--- config.mk ---
export PLATFORM = sky130hd
export DESIGN_NAME = truth_table_probe
export DESIGN_NICKNAME = d
export VERILOG_FILES = /design/src/rtl/tt_probe_pkg.sv /design/src/rtl/tt_row_sampler.sv /design/src/rtl/truth_table_probe.sv
export SDC_FILE = /design/constraint.sdc
export NUM_CORES = 1
export LEC_CHECK = 0
export CORE_ASPECT_RATIO = 0.9
export CORE_MARGIN = 5
export CORE_UTILIZATION = 35
export CTS_BUF_LIST = sky130_fd_sc_hd__clkbuf_4 sky130_fd_sc_hd__clkbuf_8
export DETAILED_ROUTE_END_ITERATION = 16
export GPL_TIMING_DRIVEN = 0
export PLACE_DENSITY = 0.65
export REMOVE_ABC_BUFFERS = 1
export SYNTH_ARGS = -nofsm -noshare
export SYNTH_HDL_FRONTEND = slang
export SYNTH_SLANG_ARGS = --single-unit
--- constraint.sdc ---
create_clock -name clk -period 1.91 [get_ports clk]
set_input_delay 0.382 -clock clk [delete_from_list [all_inputs] [get_ports clk]]
set_output_delay 0.382 -clock clk [all_outputs]
set_load 0.01 [all_outputs]
--- src/rtl/tt_probe_pkg.sv ---
// rtl/tt_probe_pkg.sv - shared FSM type, row count and row-to-bit mapping for the truth-table probe
package tt_probe_pkg;

  typedef enum logic [1:0] {IDLE, SETTLE, SAMPLE, DONE} state_t;

  localparam int NUM_ROWS = 8;

  // Row 0 lands in the MSB so the code reads like the gate module hex names.
  function automatic logic [2:0] row_bit(input logic [2:0] row);
    return 3'(NUM_ROWS - 1) - row;
  endfunction

endpackage

--- src/rtl/tt_row_sampler.sv ---
// rtl/tt_row_sampler.sv - settle/sample counting and sample agreement for one truth-table row
module tt_row_sampler #(
  parameter int unsigned SETTLE_CYCLES = 4,
  parameter int unsigned N_SAMPLES     = 2
) (
  input  logic clk,
  input  logic reset,
  input  logic settling,
  input  logic sampling,
  input  logic sample_in,
  output logic settle_done,
  output logic bit_valid,
  output logic bit_value,
  output logic disagree
);

  localparam int SW = $clog2(SETTLE_CYCLES + 1);
  localparam int NW = $clog2(N_SAMPLES + 1);
  localparam logic [SW-1:0] SETTLE_LAST = SW'(SETTLE_CYCLES - 1);
  localparam logic [NW-1:0] SAMPLE_LAST = NW'(N_SAMPLES - 1);

  logic [SW-1:0] settle_cnt;
  logic [NW-1:0] sample_cnt;
  logic          first_q;
  logic          disagree_q;
  logic          first_sample;
  logic          mismatch;

  assign settle_done  = settling && (settle_cnt == SETTLE_LAST);
  assign first_sample = (sample_cnt == '0);
  assign bit_valid    = sampling && (sample_cnt == SAMPLE_LAST);
  // The reported bit is always the first sample, even when it is taken on the last cycle.
  assign bit_value    = first_sample ? sample_in : first_q;
  assign mismatch     = sampling && !first_sample && (sample_in != first_q);
  assign disagree     = disagree_q | mismatch;

  always_ff @(posedge clk) begin
    if (reset) begin
      settle_cnt <= '0;
      sample_cnt <= '0;
      first_q    <= 1'b0;
      disagree_q <= 1'b0;
    end else begin
      settle_cnt <= (settling && !settle_done) ? settle_cnt + SW'(1) : '0;
      sample_cnt <= (sampling && !bit_valid) ? sample_cnt + NW'(1) : '0;
      if (sampling && first_sample) begin
        first_q <= sample_in;
      end
      disagree_q <= sampling && !bit_valid && disagree;
    end
  end

endmodule

--- src/rtl/truth_table_probe.sv ---
// rtl/truth_table_probe.sv - sweeps all 8 input rows into a 3-input gate and rebuilds its truth-table code
module truth_table_probe
  import tt_probe_pkg::*;
#(
  parameter int unsigned SETTLE_CYCLES = 4,
  parameter int unsigned N_SAMPLES     = 2
) (
  input  logic       clk,
  input  logic       reset,
  input  logic       start,
  output logic       in1,
  output logic       in2,
  output logic       in3,
  input  logic       dut_out,
  output logic       busy,
  output logic       done,
  output logic [7:0] table_code,
  output logic       unstable
);

  state_t     state_q, state_d;
  logic [2:0] row_q;
  logic [7:0] table_q;
  logic       unstable_q;
  logic       settle_done, bit_valid, bit_value, disagree;

  tt_row_sampler #(
    .SETTLE_CYCLES(SETTLE_CYCLES),
    .N_SAMPLES    (N_SAMPLES)
  ) u_sampler (
    .clk        (clk),
    .reset      (reset),
    .settling   (state_q == SETTLE),
    .sampling   (state_q == SAMPLE),
    .sample_in  (dut_out),
    .settle_done(settle_done),
    .bit_valid  (bit_valid),
    .bit_value  (bit_value),
    .disagree   (disagree)
  );

  always_comb begin
    state_d = state_q;
    busy    = 1'b0;
    done    = 1'b0;
    case (state_q)
      IDLE:    if (start) state_d = SETTLE;
      SETTLE: begin
        busy = 1'b1;
        if (settle_done) state_d = SAMPLE;
      end
      SAMPLE: begin
        busy = 1'b1;
        if (bit_valid) state_d = (row_q == 3'(NUM_ROWS - 1)) ? DONE : SETTLE;
      end
      DONE: begin
        done    = 1'b1;
        state_d = IDLE;
      end
      default: state_d = IDLE;
    endcase
  end

  always_ff @(posedge clk) begin
    if (reset) begin
      state_q    <= IDLE;
      row_q      <= '0;
      table_q    <= '0;
      unstable_q <= 1'b0;
    end else begin
      state_q <= state_d;
      if (state_q == IDLE && start) begin
        row_q      <= '0;
        table_q    <= '0;
        unstable_q <= 1'b0;
      end
      // Row 7 stays on the pins after the sweep; the FSM, not the counter, ends it.
      if (bit_valid) begin
        table_q[row_bit(row_q)] <= bit_value;
        unstable_q              <= unstable_q | disagree;
        if (row_q != 3'(NUM_ROWS - 1)) row_q <= row_q + 3'd1;
      end
    end
  end

  assign {in1, in2, in3} = row_q;
  assign table_code      = table_q;
  assign unstable        = unstable_q;

endmodule

==> Yosys cells after proc, flatten, opt, wreduce, memory -nomap -nowiden <==
Index checks and enable logic that the tools add are counted.
{ "totals": {"ff_bits": 21, "in_bits": 4, "out_inout_bits": 14} }
{ "classes": {"addsub": 4, "n_lt_le_gt_ge": 2, "n_eq_ne": 11, "muxes": 19, "bitwise": 4, "reduce_logical": 20} }
{ "op_table": {"columns": ["cell", "n"], "rows": [
  ["8-bit 2-to-1 mux", 3],
  ["1-bit logical AND", 10],
  ["3-bit 2-to-1 mux", 3],
  ["8-bit bitwise mux", 1],
  ["2-bit 2-to-1 mux", 4],
  ["2-bit one-hot mux with 4 select lines", 1],
  ["3-bit by 1-bit adder with 3-bit output (second input constant)", 2],
  ["1-bit 2-to-1 mux", 6],
  ["2-bit != test (second input constant)", 3],
  ["2-bit OR reduction", 3],
  ["2-bit by 1-bit equality test with 1-bit output (second input constant)", 2],
  ["2-bit equality test (second input constant)", 2],
  ["2-bit zero test", 2],
  ["3-bit by 4-bit less-than comparator with 1-bit output (second input constant)", 1],
  ["1-bit demux with 3-bit select", 1],
  ["3-bit by 2-bit equality test with 1-bit output (second input constant)", 1],
  ["3-bit equality test (second input constant)", 1],
  ["3-bit by 1-bit greater-or-equal comparator with 1-bit output (second input constant)", 1],
  ["1-bit zero test", 3],
  ["3-bit != test (second input constant)", 1],
  ["3-bit AND reduction", 1],
  ["3-bit subtractor (first input constant)", 1],
  ["2-bit by 1-bit adder with 2-bit output (second input constant)", 1],
  ["1-bit inverter", 2],
  ["3 further kinds", 4]
]} }

==> Logic depth before layout (Yosys ltp) <==
Gate-level depths: netlist of the first run.
{ "logic_depth": {"ltp_word": 7, "depth_mapped": 6, "ltp_nobuf": 5} }

==> Modules after synthesis <==
A second synthesis of the first run with hierarchy kept.
{ "hier_totals": {"hier_cells": 122, "hier_area_um2": 1148.6} }
{ "by_module_without_submodules": {"columns": ["mod", "n_inst", "cells_per_inst", "area_per_inst_um2", "seq_area_each_um2"], "rows": [
  ["truth_table_probe", 1, 89, 807.0, 280.3],
  ["tt_row_sampler", 1, 33, 341.6, 140.1]
]} }

==> Least setup slack after synthesis of the first run <==
No wires, ideal clock.
{ "synth_path": {"path_type": "reg2reg", "from": "register state_q[0]", "to": "register table_q[6] (netlist: table_code[6])", "arrival_ps": 1370, "t_required_ps": 1775, "setup_slack_ps": 405, "stages_incl_launch_ff": 7, "n_path_buf": 1, "cell_sequence": "dfxtp_1 -> inv_1 -> ha_1 -> buf_2 -> nand3_1 -> o311ai_0 -> o41ai_1"} }
{ "synth_between": {"elab_chain_cells": 6, "elab_cells_between_ends": 8, "classes_between": "eq/ne (1); mux (4); reduce/logical (3)"} }
{ "synth_rtl": {"columns": ["element", "line", "text"], "rows": [
  ["from (decl)", "truth_table_probe.sv:21", "state_t state_q, state_d;"],
  ["from (signal assigned)", "truth_table_probe.sv:71", "state_q <= state_d;"],
  ["2-bit zero test", "truth_table_probe.sv:72", "if (state_q == IDLE && start) begin"],
  ["1-bit logical AND", "truth_table_probe.sv:72", null],
  ["8-bit 2-to-1 mux", "truth_table_probe.sv:72", null],
  ["8-bit 2-to-1 mux", "truth_table_probe.sv:65", "if (reset) begin"],
  ["8-bit bitwise mux", "truth_table_probe.sv:79", "table_q[row_bit(row_q)] <= bit_value;"],
  ["8-bit 2-to-1 mux *", "truth_table_probe.sv:78", "if (bit_valid) begin"],
  ["to (signal, indexed assignment)", "truth_table_probe.sv:79", null],
  ["to (decl)", "truth_table_probe.sv:23", "logic [7:0] table_q;"]
]} }
Every way passes the cells marked *; elsewhere a longest branch is shown, timed or not. The select of a mux whose other input is x is not followed.
A chain may end at the register's enable or synchronous reset.

==> Worst setup path in the final report of the first run <==
{ "layout_path": {"from": "register row_q[1]", "to": "output port in2"} }
{ "layout_rtl": {"columns": ["element", "line", "text"], "rows": [
  ["from (decl)", "truth_table_probe.sv:22", "logic [2:0] row_q;"],
  ["from (signal assigned)", "truth_table_probe.sv:81", "if (row_q != 3'(NUM_ROWS - 1)) row_q <= row_q + 3'd1;"],
  ["to (decl)", "truth_table_probe.sv:12", "output logic in2,"]
]} }
No word-level cell between the ends.

==> flow_summary.yaml, run 1 <==
layout:
  num_antenna_cells: 0
  design_area_mm2: 0.001246
  drive_above_1_share_pct: 6.400
  nets: 141
  final_cells: 165
  multiInputGateArea_um2: 538.0
  regArea_um2: 424.2
  n_fill_cell: 272
  syn_to_final_growth_pct: 21.61
place:
  dp.cells: 161
  place_area_mm2: 0.001214
  dp_hpwl_um: 1532
  io_buffer_count: 17
  gp_congestion: 0.7806
die:
  initial_core_util_pct: 36.99
  rows: 18
  die_h_um: 61.33
  dieArea_mm2: 0.004111
  core_area_mm2: 0.002770
  die_x_um: 67.04
  io_pins: 18
pwr:
  powerDensity_mw_per_mm2: 798.5
  irDropWorstVdd_uv: 473.3
  power_mw: 0.9951
  p_leak_nw: 0.4552
logic_synthesis:
  netlist_top_cells_count: "dfxtp_1, ha_1, inv_1, nand2_1, nor2_1"
  yosysUniqueCellTypes: 32
  ys.flop_type: "dfxtp_1"
  synth_top_area_cell: "dfxtp_1"
  netlist_area_mm2: 0.001025
  syn_avg_cell_area_um2: 9.488
  synth-edff-count: 0
  async_flop_share_pct: 0
  synth_top_area_share_pct: 41.03
  yosys_register_bits: 21
  yosysMostFrequentCell: "dfxtp_1"
  synth_area_leaders: "dfxtp_1, ha_1, inv_1"
  yosysSeqAreaShare_pct: 41.03
  yosysWarnings: 0
  syn_inst: 108
clock_tree:
  clock_latency_ns: 0.31
  htree_levels: 1
  ctsLongestPathBuffers: 2
  cts-root-buf: "clkbuf_4"
  clock-sinks: 21
  cts_made_buffers: 3
  path_clk_slew_ns: 0.12
  cts_tree: "yes"
critical_path:
  crit_path_max_fanout: 9
  path_cells: "clkdlybuf4s50_1"
  rr_startpoint: "state_q[0]"
  worstSetupStartpoint: "row_q[1]"
  cp-start-kind: "flip-flop"
  cp_num_cells: 1
  reg2regPathDepth: 5
  worstSetupPathType: "reg -> out"
  crit_required_ns: 1.53
  r2r_slack_ns: 0.22
  crit_buf_inv: 1
  crit_path_top_delay_cell: "clkdlybuf4s50_1"
  crit_path_end: "in2"
  max_stage_delay_ns: 0.60
  reg2reg_to: "table_code[5]"
  cp-end-kind: "output port"
  crit_family: "buffers and inverters"
  worstPathArrival_ns: 1.40
hold_path:
  min_path_type: "reg -> reg"
  hold_path_depth: 1
route:
  num_vias: 843
  routed_wl_um: 2019
  avgViaCountPerCell: 5.109
  drc: 0
  ant_nets: 0
  wl_per_cell_um: 12.24
  drt_iter0_drc: 42
  first_pass_iters: 4
timing:
  period_minus_slack_ns: 1.786
  tightest_slew_ns: 0.6090
  hold_viol: 0
  clock.fmax_mhz: 559.8
  setup_viol: 0
  rsz0062_at_grt: "no"
  max-slew-margin-rel_pct: 59.40
  fin_crit_sh_pct: 93.52
  finalMaxSlewViolations: 0
  holdWs_ns: 0.4430
  fin_tns_setup_ns: 0
  skew_ns: 0.001328
status:
  outcome: "finished clean"
global_routing:
  grt_pass1_vias: 865
  globalRouteTotalUtil_pct: 11.21
  grt_pass1_wl_um: 3588
  grt_max_degree: 13
  grt-ovfl-total: 0
  antenna_found_initial: 0
run:
  cap_violations: 0
[flip-flops by register name, summed over array words and instances, names as in the netlist]
signal	cells
u_sampler.sample_cnt	2
row_q	3
unstable	1
u_sampler.first_q	1
u_sampler.settle_cnt	3
state_q	2
u_sampler.disagree_q	1
table_code	8
[worst min-delay path by stage]
stage / startpoint / endpoint / slack, ns
global placement: u_sampler.settle_cnt[0] / u_sampler.settle_cnt[0] / 0.41
CTS: u_sampler.settle_cnt[0] / u_sampler.settle_cnt[0] / 0.44
global route: u_sampler.settle_cnt[0] / u_sampler.settle_cnt[0] / 0.46
floorplan: u_sampler.settle_cnt[0] / u_sampler.settle_cnt[0] / 0.40
finish: u_sampler.settle_cnt[0] / u_sampler.settle_cnt[0] / 0.44
detailed placement: u_sampler.settle_cnt[0] / u_sampler.settle_cnt[0] / 0.42
[through the flow]
stage | setup slack (ns) | utilization (%)
CTS | 0.02508 | 44.85
floorplan | 0.3736 | -
global placement | -0.08979 | 43.81
global route | 0.03031 | 44.99
detailed placement | -0.1361 | 43.81
finish | 0.1237 | 44.99
[where the power goes]
part	internal [mW]	switching, mW	leakage, nW
clock network	0.0783	0.141	0.0177
logic	0.113	0.167	0.267
registers	0.471	0.0245	0.171
[routing by layer]
metal | global-route usage [%] | part of all wire (%)
met1 | 12.68 | 45
met2 | 19.33 | 49
met3 | 4.927 | 5.5
met4 | 3.179 | 0.59
met5 | 0 | 0
[cells in the final DEF (no fill, tap or decap), types with 2 or more instances in the layout]
| cell | instances |
|---|---|
| inv_1 | 10 |
| mux2i_1 | 2 |
| ha_1 | 10 |
| clkdlybuf4s50_1 | 16 |
| o211ai_1 | 3 |
| nand2b_1 | 5 |
| o31ai_1 | 3 |
| clkbuf_4 | 3 |
| nand3b_1 | 2 |
| a21oi_1 | 5 |
| o41ai_1 | 4 |
| nand3_1 | 5 |
| nor2_1 | 6 |
| o311ai_0 | 4 |
| nand2_1 | 8 |
| dfxtp_2 | 3 |
| dfxtp_1 | 18 |
[area by class of cell]
cell class,instances,area share (%)
Clock buffer,3,1.807
Clock inverter,1,0.4016
Inverter,10,3.012
Timing Repair Buffer,17,13.55
Multi-Input combinational cell,73,43.17
Tap cell,40,4.016
Sequential cell,21,34.04
[logic make-up (layout without fill, tap and decap cells)]
kind of cell	count (synthesis)	after routing	synth area share [%]
and+or+nand+nor	32	32	15.87
adders and majority gates	11	11	13.43
AOI/OAI and AO/OA	27	27	20.15
buffers and inverters	14	31	6.715
muxes	2	2	1.954
DFF	21	21	41.03
xor gates and xnor gates	1	1	0.8549
[timing repair]
item | 4_1_cts | 5_1_grt
endpoints found under the setup margin | 1 | 6
buffers inserted | 0 | 0
hold buffers | 0 | 0
gates resized for setup | 3 | 2
No activity file was read; power rests on OpenSTA's default activity.
==> run 2, diff against run 1 <==
--- a/config.mk
+++ b/config.mk
@@ -10,8 +10,9 @@
 export CORE_UTILIZATION = 35
 export CTS_BUF_LIST = sky130_fd_sc_hd__clkbuf_4 sky130_fd_sc_hd__clkbuf_8
 export DETAILED_ROUTE_END_ITERATION = 16
+export DONT_BUFFER_PORTS = 1
 export GPL_TIMING_DRIVEN = 0
-export PLACE_DENSITY = 0.65
+export PLACE_DENSITY = 0.57
 export REMOVE_ABC_BUFFERS = 1
 export SYNTH_ARGS = -nofsm -noshare
 export SYNTH_HDL_FRONTEND = slang
==> flow_summary.yaml, run 2 (same netlist as run 1, synthesis figures left out) <==
place:
  place_ws_ns: 0.08497
  io_buffer_count: 0
  place_area_mm2: 0.001044
  gp_congestion: 0.7248
  dp_hpwl_um: 1451
critical_path:
  worstSetupStartpoint: "state_q[1]"
  crit_required_ns: 2.13
  crit_path_max_fanout: 8
  reg2regPathDepth: 5
  rr_startpoint: "state_q[1]"
  worstPathArrival_ns: 1.92
  r2r_slack_ns: 0.20
  crit_path_end: "table_code[1]"
  reg2reg_to: "table_code[1]"
  cp-end-kind: "flip-flop"
  cp-start-kind: "flip-flop"
  worstSetupPathType: "reg -> reg"
global_routing:
  grt_pass1_wl_um: 3243
  antenna_found_initial: 0
  grt-ovfl-total: 0
  grt_pass1_vias: 740
  globalRouteTotalUtil_pct: 10.48
  grt_max_degree: 13
pwr:
  power.net_switching_mw: 0.3231
  intPower_mw: 0.6415
  p_clk_share_pct: 23.3
  p_leak_nw: 0.3917
  combPwrFrac_pct: 25.8
  powerDensity_mw_per_mm2: 898.5
  pwr-share-seq_pct: 50.9
  irDropWorstVdd_uv: 488.7
  p_sw_share_pct: 33.49
clock_tree:
  cts-root-buf: "clkbuf_4"
  cts-resized-gates: 0
  htree_levels: 1
  cts_tree: "yes"
  cts_made_buffers: 3
  cts_setup_buffers: 0
  path_clk_slew_ns: 0.13
  ctsLongestPathBuffers: 2
  cts_hold_buffers: 0
  clock_latency_ns: 0.31
  clock-sinks: 21
layout:
  drive_above_1_share_pct: 4.630
  largest_reg_flops: 8
  nets: 124
  layout_commonest_cell: "dfxtp_1"
  syn_to_final_growth_pct: 4.762
  layout_common_cells: "dfxtp_1, inv_1, ha_1"
  design_area_mm2: 0.001074
  n_fill_cell: 287
  num_antenna_cells: 0
hold_path:
  hold_start: "reset"
  min_path_type: "in -> reg"
timing:
  rsz0062_at_grt: "no"
  hold_viol: 0
  setup_viol: 0
  max-slew-margin-rel_pct: 59.05
  tightest_slew_ns: 0.6143
  clock.fmax_mhz: 586.1
  period_minus_slack_ns: 1.706
  fin_ws_ns: 0.2038
  finalMaxSlewViolations: 0
  skew_ns: 0.004131
  fin_tns_setup_ns: 0
  fin_crit_sh_pct: 89.33
route:
  ant_nets: 0
  avgViaCountPerCell: 5.189
  first_pass_iters: 4
  wl_per_cell_um: 13.43
  drt_iter0_drc: 43
  drc: 0
  num_vias: 768
  routed_wl_um: 1988
die:
  core_area_mm2: 0.002770
  dieArea_mm2: 0.004111
  rows: 18
  io_pins: 18
  die_h_um: 61.33
  die_x_um: 67.04
  initial_core_util_pct: 36.99
run:
  cap_violations: 0
status:
  outcome: "finished clean"
[run 2: cell types whose count changed in the layout (fill, tap and decap cells not counted), sizes merged]
cell           change
clkdlybuf4s50     -16
dlygate4sd2        -1
[run 2: critical path: stages (launching register included)]
cell and delay (ns):
dfxtp_1 0.40, inv_1 0.10, ha_1 0.24, a21oi_1 0.51, o311ai_0 0.26, o41ai_1 0.11
[run 2: per-layer routing]
layer | share of wire (%) | track usage (%) | vias to the layer above
met5 | 0 | 0 | -
met4 | 0.96 | 2.601 | 0
met3 | 6.5 | 4.562 | 2
met2 | 48 | 18.07 | 20
met1 | 45 | 12.01 | 350
li1 | - | - | 396
[run 2: how the worst min path moves through the flow]
| stage | to | slack, ns | cells past startpoint |
|---|---|---|---|
| 2_1_floorplan | u_sampler.settle_cnt[0] | 0.40 | 1 |
| 3_3_place_gp | u_sampler.settle_cnt[0] | 0.41 | 1 |
| 6_report | row_q[1] | 0.12 | 1 |
| 3_5_place_dp | u_sampler.settle_cnt[0] | 0.41 | 1 |
| 4_1_cts | row_q[1] | 0.11 | 1 |
| 5_1_grt | row_q[0] | 0.09 | 1 |
[run 2: power by group through the flow]
stage | Combinational, mW | Sequential [mW] | Clock (mW)
6_report | 0.249 | 0.491 | 0.225
5_1_grt | 0.281 | 0.498 | 0.251
4_1_cts | 0.249 | 0.491 | 0.228
3_5_place_dp | 0.246 | 0.501 | 0
3_3_place_gp | 0.238 | 0.499 | 0
2_1_floorplan | 0.201 | 0.496 | 0
[run 2: through the flow]
stage / hold slack (ns) / utilization (%) / cells / power (mW)
finish: 0.1198 / 38.75 / 148 / 0.9645
global route: 0.09208 / 38.75 / 148 / 1.030
CTS: 0.1139 / 38.66 / 148 / 0.9677
detailed placement: 0.4132 / 37.67 / 144 / 0.7469
global placement: 0.4071 / 37.67 / 144 / 0.7372
floorplan: 0.3992 / - / 104 / 0.6962
[run 2: final cells by class]
type	instances	area, µm²	area share [%]
clock buffer	3	22.52	2.098
clock inverter	1	5.005	0.4662
inverter	10	37.54	3.497
multi-input combinational	73	538.0	50.12
sequential	21	420.4	39.16
tap	40	50.05	4.662
